`src/rtl/exu_mdu_ctrl_pkg.sv`:
```
// Shared encodings and helpers for the EX-stage M-extension initiator.
package exu_mdu_ctrl_pkg;

    localparam int unsigned MDU_DATA_W = 32;
    localparam int unsigned MDU_ADDR_W = 5;
    localparam int unsigned MDU_OP_W   = 3;

    // funct3 encodings of the M-extension ops
    localparam logic [MDU_OP_W-1:0] INST_MUL    = 3'd0;
    localparam logic [MDU_OP_W-1:0] INST_MULH   = 3'd1;
    localparam logic [MDU_OP_W-1:0] INST_MULHSU = 3'd2;
    localparam logic [MDU_OP_W-1:0] INST_MULHU  = 3'd3;
    localparam logic [MDU_OP_W-1:0] INST_DIV    = 3'd4;
    localparam logic [MDU_OP_W-1:0] INST_DIVU   = 3'd5;
    localparam logic [MDU_OP_W-1:0] INST_REM    = 3'd6;
    localparam logic [MDU_OP_W-1:0] INST_REMU   = 3'd7;

    typedef enum logic [1:0] {
        ST_IDLE     = 2'd0,
        ST_MUL_WAIT = 2'd1,
        ST_DIV_WAIT = 2'd2,
        ST_WB_HOLD  = 2'd3
    } mdu_state_e;

    function automatic logic op_is_mul(input logic [MDU_OP_W-1:0] op);
        return (op == INST_MUL) || (op == INST_MULH) ||
               (op == INST_MULHSU) || (op == INST_MULHU);
    endfunction

    function automatic logic op_is_div(input logic [MDU_OP_W-1:0] op);
        return (op == INST_DIV) || (op == INST_DIVU) ||
               (op == INST_REM) || (op == INST_REMU);
    endfunction

    function automatic logic op_is_rem(input logic [MDU_OP_W-1:0] op);
        return (op == INST_REM) || (op == INST_REMU);
    endfunction

    function automatic logic op_is_signed_div(input logic [MDU_OP_W-1:0] op);
        return (op == INST_DIV) || (op == INST_REM);
    endfunction

endpackage

```
`src/rtl/exu_mdu_ctrl_div_special.sv`:
```
// Detects divide-by-zero and signed overflow and produces their architectural result.
module exu_div_special
    import exu_mdu_ctrl_pkg::*;
#(
    parameter int unsigned DATA_W = MDU_DATA_W
) (
    input  logic [MDU_OP_W-1:0] op_i,
    input  logic [DATA_W-1:0]   rs1_i,
    input  logic [DATA_W-1:0]   rs2_i,
    output logic                is_special_c_o,
    output logic [DATA_W-1:0]   result_c_o
);

    localparam logic [DATA_W-1:0] MIN_INT = {1'b1, {(DATA_W-1){1'b0}}};

    logic div_by_zero;
    logic sign_ovf;

    // Classify the request and pick the locally resolved result
    always_comb begin
        div_by_zero    = (rs2_i == '0);
        sign_ovf       = op_is_signed_div(op_i) && (rs1_i == MIN_INT) && (rs2_i == '1);
        is_special_c_o = op_is_div(op_i) && (div_by_zero || sign_ovf);
        result_c_o     = '0;
        if (div_by_zero) begin
            result_c_o = op_is_rem(op_i) ? rs1_i : '1;
        end else if (sign_ovf) begin
            result_c_o = op_is_rem(op_i) ? '0 : MIN_INT;
        end
    end

endmodule

```
`src/rtl/exu_mdu_ctrl.sv`:
```
// EX-stage initiator for the Booth multiplier and divider with a one-entry writeback buffer.
module exu_mdu_ctrl
    import exu_mdu_ctrl_pkg::*;
#(
    parameter int unsigned DATA_W = MDU_DATA_W,
    parameter int unsigned ADDR_W = MDU_ADDR_W
) (
    input  logic                clk,
    input  logic                rst,
    input  logic                req_valid_i,
    output logic                req_ready_o,
    input  logic [MDU_OP_W-1:0] req_op_i,
    input  logic [DATA_W-1:0]   req_rs1_i,
    input  logic [DATA_W-1:0]   req_rs2_i,
    input  logic [ADDR_W-1:0]   req_waddr_i,
    input  logic                flush_i,
    output logic                mul_start_o,
    output logic [MDU_OP_W-1:0] mul_op_o,
    output logic [DATA_W-1:0]   mul_a_o,
    output logic [DATA_W-1:0]   mul_b_o,
    input  logic                mul_ready_i,
    input  logic [DATA_W-1:0]   mul_result_i,
    output logic                div_start_o,
    output logic [MDU_OP_W-1:0] div_op_o,
    output logic [DATA_W-1:0]   div_a_o,
    output logic [DATA_W-1:0]   div_b_o,
    input  logic                div_ready_i,
    input  logic [DATA_W-1:0]   div_result_i,
    output logic                wb_valid_o,
    output logic [DATA_W-1:0]   wb_data_o,
    output logic [ADDR_W-1:0]   wb_waddr_o,
    input  logic                wb_ready_i,
    output logic                busy_o,
    output logic [ADDR_W-1:0]   busy_waddr_o
);

    mdu_state_e          state_q, state_d;
    logic [MDU_OP_W-1:0] op_q, op_d;
    logic [DATA_W-1:0]   a_q, a_d;
    logic [DATA_W-1:0]   b_q, b_d;
    logic [ADDR_W-1:0]   waddr_q, waddr_d;
    logic [DATA_W-1:0]   wb_data_q, wb_data_d;

    logic                accept;
    logic                special;
    logic [DATA_W-1:0]   special_res;

    exu_div_special #(
        .DATA_W (DATA_W)
    ) u_div_special (
        .op_i           (req_op_i),
        .rs1_i          (req_rs1_i),
        .rs2_i          (req_rs2_i),
        .is_special_c_o (special),
        .result_c_o     (special_res)
    );

    // Handshake: accept when idle or when the held result drains this cycle; starts drop with ready
    always_comb begin
        req_ready_o = !rst && !flush_i &&
                      ((state_q == ST_IDLE) || ((state_q == ST_WB_HOLD) && wb_ready_i));
        accept      = req_valid_i && req_ready_o;
        mul_start_o = !rst && (state_q == ST_MUL_WAIT) && !mul_ready_i && !flush_i;
        div_start_o = !rst && (state_q == ST_DIV_WAIT) && !div_ready_i && !flush_i;
    end

    // Next-state: flush wins over every completion, drain or accept
    always_comb begin
        state_d   = state_q;
        op_d      = op_q;
        a_d       = a_q;
        b_d       = b_q;
        waddr_d   = waddr_q;
        wb_data_d = wb_data_q;

        if (flush_i) begin
            state_d = ST_IDLE;
        end else begin
            case (state_q)
                ST_MUL_WAIT: begin
                    if (mul_ready_i) begin
                        wb_data_d = mul_result_i;
                        state_d   = ST_WB_HOLD;
                    end
                end
                ST_DIV_WAIT: begin
                    if (div_ready_i) begin
                        wb_data_d = div_result_i;
                        state_d   = ST_WB_HOLD;
                    end
                end
                ST_WB_HOLD: begin
                    if (wb_ready_i) begin
                        state_d = ST_IDLE;
                    end
                end
                default: begin
                end
            endcase

            if (accept) begin
                op_d    = req_op_i;
                a_d     = req_rs1_i;
                b_d     = req_rs2_i;
                waddr_d = req_waddr_i;
                if (op_is_mul(req_op_i)) begin
                    state_d = ST_MUL_WAIT;
                end else if (special) begin
                    wb_data_d = special_res;
                    state_d   = ST_WB_HOLD;
                end else begin
                    state_d = ST_DIV_WAIT;
                end
            end
        end
    end

    // State and operand/result registers
    always_ff @(posedge clk) begin
        if (rst) begin
            state_q   <= ST_IDLE;
            op_q      <= '0;
            a_q       <= '0;
            b_q       <= '0;
            waddr_q   <= '0;
            wb_data_q <= '0;
        end else begin
            state_q   <= state_d;
            op_q      <= op_d;
            a_q       <= a_d;
            b_q       <= b_d;
            waddr_q   <= waddr_d;
            wb_data_q <= wb_data_d;
        end
    end

    // Unit operands and writeback fields come straight from the registers
    always_comb begin
        mul_op_o     = op_q;
        mul_a_o      = a_q;
        mul_b_o      = b_q;
        div_op_o     = op_q;
        div_a_o      = a_q;
        div_b_o      = b_q;
        wb_valid_o   = (state_q == ST_WB_HOLD);
        wb_data_o    = wb_data_q;
        wb_waddr_o   = waddr_q;
        busy_o       = (state_q != ST_IDLE);
        busy_waddr_o = waddr_q;
    end

endmodule
```
`config.mk`:
```
export PLATFORM = sky130hd
export DESIGN_NAME = exu_mdu_ctrl
export DESIGN_NICKNAME = d
export VERILOG_FILES = /design/src/rtl/exu_mdu_ctrl_pkg.sv /design/src/rtl/exu_mdu_ctrl_div_special.sv /design/src/rtl/exu_mdu_ctrl.sv
export SDC_FILE = /design/constraint.sdc
export NUM_CORES = 1
export LEC_CHECK = 0
export CORE_UTILIZATION = 40
export DETAILED_ROUTE_END_ITERATION = 10
export PLACE_DENSITY_LB_ADDON = 0.1
export SLEW_MARGIN = 20
export SYNTH_ARGS = -nofsm -noshare
export SYNTH_HDL_FRONTEND = slang
export SYNTH_SLANG_ARGS = --single-unit
```
`constraint.sdc`:
```
create_clock -name clk -period 3.1 [get_ports clk]
set_input_delay 0.465 -clock clk [delete_from_list [all_inputs] [get_ports clk]]
set_output_delay 0.465 -clock clk [all_outputs]
set_load 0.01 [all_outputs]
```
==> results of run 1 <==
through the flow:
| stage | cells | cell area [um^2] |
|---|---|---|
| after floorplan | 866 | 6410 |
| after global placement | 1281 | 9320 |
| after detailed placement | 1281 | 9320 |
| after CTS | 1297 | 9630 |
| after global routing | 1297 | 9630 |
| final | 1299 | 9640 |
synthesized netlist by cell type, drive strengths merged (3+ instances only):
cell type | number | area (um^2)
a21boi | 32 | 240
a21oi | 136 | 681
a31oi | 31 | 194
buf | 85 | 628
clkbuf | 72 | 270
dfxtp | 106 | 2120
ha | 4 | 50.1
inv | 36 | 135
nand2 | 148 | 556
nand2b | 3 | 18.8
nand3 | 66 | 330
nand4 | 10 | 75.1
nor2 | 4 | 15.0
nor3 | 5 | 25.0
nor4 | 13 | 96.3
o21a | 31 | 233
o31a | 31 | 272
o32ai | 31 | 272
or4 | 3 | 30.0
worst reg2reg max path: stages, from the launching register on:
cell	delay (ns)
dfxtp_1	0.40
ha_1	0.23
a21o_1	0.20
nand4_2	0.35
nor3_2	0.29
buf_4	0.39
a21oi_1	0.14
o31a_1	0.30
sequential cells by signal, indices dropped and copies added (netlist names):
register and count:
div_a_o 32, div_op_o 3, wb_data_o 32, state_q 2, busy_waddr_o 5, div_b_o 32
worst min path at each step:
stage	cells after the start	start	end	slack, ns
6_report	2	flush_i	state_q[0]$_SDFFE_PP0P_	0.41
3_3_place_gp	2	div_a_o[3]$_SDFFE_PP0P_	div_a_o[3]$_SDFFE_PP0P_	0.46
2_1_floorplan	2	busy_waddr_o[0]$_SDFFE_PP0P_	busy_waddr_o[0]$_SDFFE_PP0P_	0.49
4_1_cts	2	flush_i	state_q[0]$_SDFFE_PP0P_	0.39
3_5_place_dp	2	div_b_o[29]$_SDFFE_PP0P_	div_b_o[29]$_SDFFE_PP0P_	0.46
5_1_grt	2	flush_i	state_q[0]$_SDFFE_PP0P_	0.43
power by group:
group          switching [mW]  internal (mW)  total, mW  leakage (nW)
Combinational           0.371          0.439      0.810          2.20
Clock                   0.538          0.692       1.23         0.159
Sequential             0.0429           1.42       1.47         0.865
kinds of logic (layout without fill, tap and decap cells):
family,count (synthesis),in the layout,synth area share [%]
muxes,1,1,0.156
adders and majority gates,4,4,0.781
AOI/OAI and AO/OA,299,299,30.4
other,0,2,0
DFF,106,106,33.1
buffers and inverters,196,416,16.6
and+or+nand+nor,260,260,19.0
final cells by class:
cell class / instances / area share [%]
flip-flops and latches: 106 / 22.0
repair buffers: 364 / 36.9
clock buffers: 12 / 2.76
multi-input cells: 564 / 33.6
inverters: 36 / 1.40
diodes: 2 / 0.0519
well taps: 211 / 2.74
clock inverters: 4 / 0.506
routing by layer:
layer / vias up / track usage (%)
met2: 335 / 47.5
met3: 46 / 6.24
li1: 3442 / -
met5: - / 0
met4: 0 / 13.6
met1: 3296 / 35.5
==> run metrics, run 1 <==
WL met1 about 9.6 mm; worst hold margin between 0.4 and 0.5 ns; Synth-to-Final Area Change 50.5%; Die Span Y 129 um; HP Class input port to register; Crit path largest cell delay 0.55 ns; DRC Markers 0; Max Fclk 0.363 GHz; DIE WIDTH ~130 um; fill count 1457; Synth Flop Type dfxtp_1; # setup viols final 0; crit path cell chain clkdlybuf4s50_1 -> or4bb_1 -> or4_4 -> nor4_4 -> buf_12 -> a211oi_1 -> a2111oi_2; CP Buf/Inv Count 2; die area about 0.017 mm^2; GRT Overall Usage 28.7%; Boundary Pins 324; multi-input logic area 0.00324 mm^2; IO Port Bufs 323; Final Power between 3 and 4 mW; final worst-path cycle share 88.8%; CTS Hold Bufs 0; Cell variety after synth 40; Setup CP Type input port to register; setup ws final 0.346 ns; Mapped Area 0.00641 mm^2; minimum setup slack among reg-to-reg paths 0.71 ns; RSZ-0062 raised after global routing false; Synth Register Bits between 100 and 150; CP top delay family simple AND/OR/NAND/NOR gates; Startpoint Class input port; Num CTS Buffers 9; crit path max fanout 33; clock sink count 106; P per Cell Area 364 mW/mm^2; Cell Rows 45; vias in the first global route 6495; top routing layer in use met4; routed via count 7119; RR Startpoint state_q[1]$_SDFFE_PP0P_; Routed Antenna Nets 0; CP endpoint state_q[0]$_SDFFE_PP0P_; Slew @ Worst Pin 0.642 ns; wire per inst 18.6 um; hpwl dp about 18 mm; VDD IR max 0.000273 V; crit end category register; Worst Skew 0.00573 ns; most common cell after layout, fill and taps aside clkdlybuf4s50_1; Reg-to-Reg End wb_data_o[23]$_SDFFE_PP0N_; fin. max-slew vios 0; LEAKAGE 3.23 nW; crit path DAT 3.01 ns; worst path required time 3.36 ns; wire length on met2 11.6 mm; First DRT Iteration DRCs 527; fraction of layout cells with a size suffix above 1 under 10%; First-pass DRT Iterations 5; outcome complete, no violations; gpl congestion 0.827; grt ovf 0; CP max stage cell or4_4; CTS Buffer Depth 2; syn_area_per_cell between 7 and 8 um^2; Max-slew headroom 57.2%; Clock Latency Late Sink roughly 0.36 ns; via/cell ratio 5.48; final hold viol count 0; first-pass GRT wire length 36.5 mm; core area 0.0154 mm^2; Cells after Synth 866; cell count along the critical path 7; fin util a little over three fifths; largest net degree at the start of global routing 62; CP startpoint req_rs1_i[4]; H-tree levels 3; synth warn 0; min Tclk post-route 2.75 ns; Seq/Total Area, Yosys 33.1%; Final Net Count 1228; CTS resizes 0; WL final 24.1 mm; FF+latch area 0.00212 mm^2; Post-CTS Setup Bufs 0; Starting Density between 40% and 50%; CTS clk-pin slew, worst paths 0.07 ns; sum of negative setup slack 0 ns; initial antenna violation count 2; Reg2Reg Depth 7; most frequent cells in the layout clkdlybuf4s50_1 (321), nand2_1 (147), a21oi_1 (136); metal3 WL 2.11 mm; CTS tree built; Async S/R FF share, synth 0%; Post-Syn Nets 1013; CTS Root Buffer Type clkbuf_16; max_cap viols 0; number of synthesized flops with an enable pin 0; Setup WS pre-CTS -0.0410 ns
Power figures use the tool's default switching activity.
==> run 2, diff against run 1 <==
--- a/config.mk
+++ b/config.mk
@@ -5,9 +5,11 @@
 export SDC_FILE = /design/constraint.sdc
 export NUM_CORES = 1
 export LEC_CHECK = 0
+export ABC_CLOCK_PERIOD_IN_PS = 3100
 export CORE_UTILIZATION = 40
 export DETAILED_ROUTE_END_ITERATION = 10
 export PLACE_DENSITY_LB_ADDON = 0.1
+export SETUP_SLACK_MARGIN = 0.3
 export SLEW_MARGIN = 20
 export SYNTH_ARGS = -nofsm -noshare
 export SYNTH_HDL_FRONTEND = slang
==> run 2 against run 1 <==
Wire length increased by 1.7%. Flip-flop and latch count unchanged. Critical endpoint is now wb_data_o[18]$_SDFFE_PP0N_. Total power hardly changed. Sequential power barely moved. First-iteration DRC count fell by 0.76%. Critical path depth is 1 higher. Non-clock buffer count rose by 4. Clock skew is 0.0019 ns higher. Register-to-register slack about the same. Largest cell class unchanged. Combinational power about the same. Largest power group unchanged. Via count rose by 0.51%.
==> run metrics, run 2 (synthesis gave the netlist of run 1 again) <==
First-pass DRT Iterations 7 (+2); CTS Buffer Depth 2 (unchanged); H-tree levels 3 (unchanged); Boundary Pins 324 (unchanged); fin. max-slew vios 0 (unchanged); min Tclk post-route 2.79 ns (+0.0385 ns); IO Port Bufs 323 (unchanged); core area 0.0154 mm^2 (unchanged); grt ovf 0 (unchanged); # setup viols final 0 (unchanged); Starting Density 41.5% (unchanged); gpl congestion 0.827 (unchanged); CTS clk-pin slew, worst paths 0.07 ns (about the same); DIE WIDTH 129 um (unchanged); worst path required time 3.34 ns (-0.02 ns); area of placed instances 0.00932 mm^2 (unchanged); fraction of layout cells with a size suffix above 1 6.88% (+0.44 points); Clock Latency Late Sink 0.36 ns (about the same); share of power burned in registers 41.8% (about the same); LEAKAGE 3.26 nW (+1.0%); post-route design area 0.00971 mm^2 (+0.71%); Crit path largest cell delay 0.56 ns (about the same); Setup CP Type input port to register; Worst Skew 0.00767 ns (+0.00194 ns); hpwl dp 17.7 mm (unchanged); Startpoint Class input port; VDD IR max 0.000273 V (about the same); P per Cell Area 361 mW/mm^2 (-0.78%); Worst Hold Path EP state_q[0]$_SDFFE_PP0P_; outcome complete, no violations; vias in the first global route 6495 (unchanged); worst hold margin 0.429 ns (+0.0210 ns); combinational share of power 23.1% (about the same); CTS tree built; Final Net Count 1232 (+0.33%); Reg-to-Reg End wb_data_o[18]$_SDFFE_PP0N_; hold path depth 2 (unchanged); initial antenna violation count 2 (unchanged); Non-Filler Instances 1303 (+0.31%); first-pass GRT wire length 36.5 mm (unchanged); WL final 24.5 mm (+1.7%); crit path cell chain clkdlybuf4s50_1 -> or4bb_1 -> or4_4 -> nor4_4 -> buf_4 -> clkbuf_16 -> a21oi_1 -> o31a_1; Max Fclk 0.358 GHz (-1.4%); final worst-path cycle share 90.1% (+1.2 points); clock sink count 106 (unchanged); final hold viol count 0 (unchanged); Cell Rows 45 (unchanged); largest net degree at the start of global routing 62 (unchanged); wire per inst 18.8 um (+1.4%); Switch Pwr 0.949 mW (-0.29%); dpl cells 1281 (unchanged); crit path DAT 3.04 ns (+0.03 ns); DRC Markers 0 (unchanged); max_cap viols 0 (unchanged); RR Startpoint state_q[1]$_SDFFE_PP0P_; most common cell after layout, fill and taps aside clkdlybuf4s50_1; Pint 2.55 mW (about the same); CTS Hold Bufs 0 (unchanged); most frequent cells in the layout clkdlybuf4s50_1 (321), nand2_1 (147), a21oi_1 (136); Synth-to-Final Area Change 51.5%; Num CTS Buffers 9 (unchanged); RSZ-0062 raised after global routing true; Setup WS pre-CTS -0.0410 ns (unchanged); Max-slew headroom 56.8% (-0.38 points); minimum setup slack among reg-to-reg paths 0.72 ns (about the same); GRT Overall Usage 28.7% (unchanged); fin util 62.9% (+0.45 points); CP max stage cell or4_4; routed via count 7155 (+0.51%); setup ws final 0.308 ns (-0.0385 ns); sw frac 27.1% (-0.059 points); Routed Antenna Nets 0 (unchanged); Clock power frac 35.0% (about the same); Hold Startpoint flush_i; via/cell ratio 5.49 (+0.20%); CTS Root Buffer Type clkbuf_16; Die Span Y 129 um (unchanged); crit end category register; Reg2Reg Depth 7 (unchanged); First DRT Iteration DRCs 523 (-0.76%); crit path max fanout 8 (-76%); Slew @ Worst Pin 0.648 ns (+0.00574 ns); die area 0.0165 mm^2 (unchanged); HP Class input port to register
-- run 2: changes by cell type in the layout (fill, tap and decap cells not counted), sizes merged --
cell,before,now
clkbuf,12,14
buf,43,45
-- run 2: routing by layer --
metal  up-vias  part of all wire (%)  GRT usage [%]
met3        54                   8.6           6.24
met5         -                     0              0
li1       3446                     -              -
met1      3308                    39           35.5
met4         0                   3.8           13.6
met2       347                    48           47.5
-- run 2: area by class of cell --
cell class,instances,area [um^2]
Clock buffer,12,267
Sequential cell,106,2120
Tap cell,211,264
Inverter,36,135
Timing Repair Buffer,368,3620
Fill cell,1445,5720
Antenna cell,2,5.00
Clock inverter,4,48.8
Multi-Input combinational cell,564,3240
-- run 2: timing repair --
item | in CTS | in global routing
resized for setup | 0 | 1
buffers inserted | 0 | 2
endpoints found under the setup margin | 0 | 11
hold endpoints to repair | 0 | 0
-- run 2: power groups by stage --
stage | Clock (mW) | Combinational [mW] | Sequential [mW]
2_1_floorplan | 0 | 0.333 | 1.52
3_3_place_gp | 0 | 0.804 | 1.50
3_5_place_dp | 0 | 0.807 | 1.50
4_1_cts | 1.24 | 0.810 | 1.47
5_1_grt | 1.30 | 0.869 | 1.47
6_report | 1.23 | 0.810 | 1.47
-- run 2: per-stage QoR --
stage               setup TNS [ns]  total power, mW
floorplan                        0             1.85
global placement                 0             2.30
detailed placement          -0.281             2.30
CTS                              0             3.52
global route                     0             3.64
finish                           0             3.50
-- run 2: how the worst max path moves through the flow --
stage	slack (ns)	startpoint	to
global route	0.24	req_rs1_i[0]	wb_data_o[23]$_SDFFE_PP0N_
floorplan	0.54	req_rs1_i[0]	wb_data_o[2]$_SDFFE_PP0N_
detailed placement	-0.04	req_rs1_i[4]	state_q[0]$_SDFFE_PP0P_
finish	0.31	req_rs1_i[4]	wb_data_o[18]$_SDFFE_PP0N_
CTS	0.32	req_rs1_i[4]	state_q[0]$_SDFFE_PP0P_
global placement	0.001	req_rs1_i[4]	state_q[0]$_SDFFE_PP0P_
-- run 2: critical path: cells and delay by family --
kind | cells | cell delay (ns)
AND/OR/NAND/NOR | 3 | 1.39
buffers and inverters | 3 | 0.81
AO/OA/AOI/OAI | 2 | 0.37
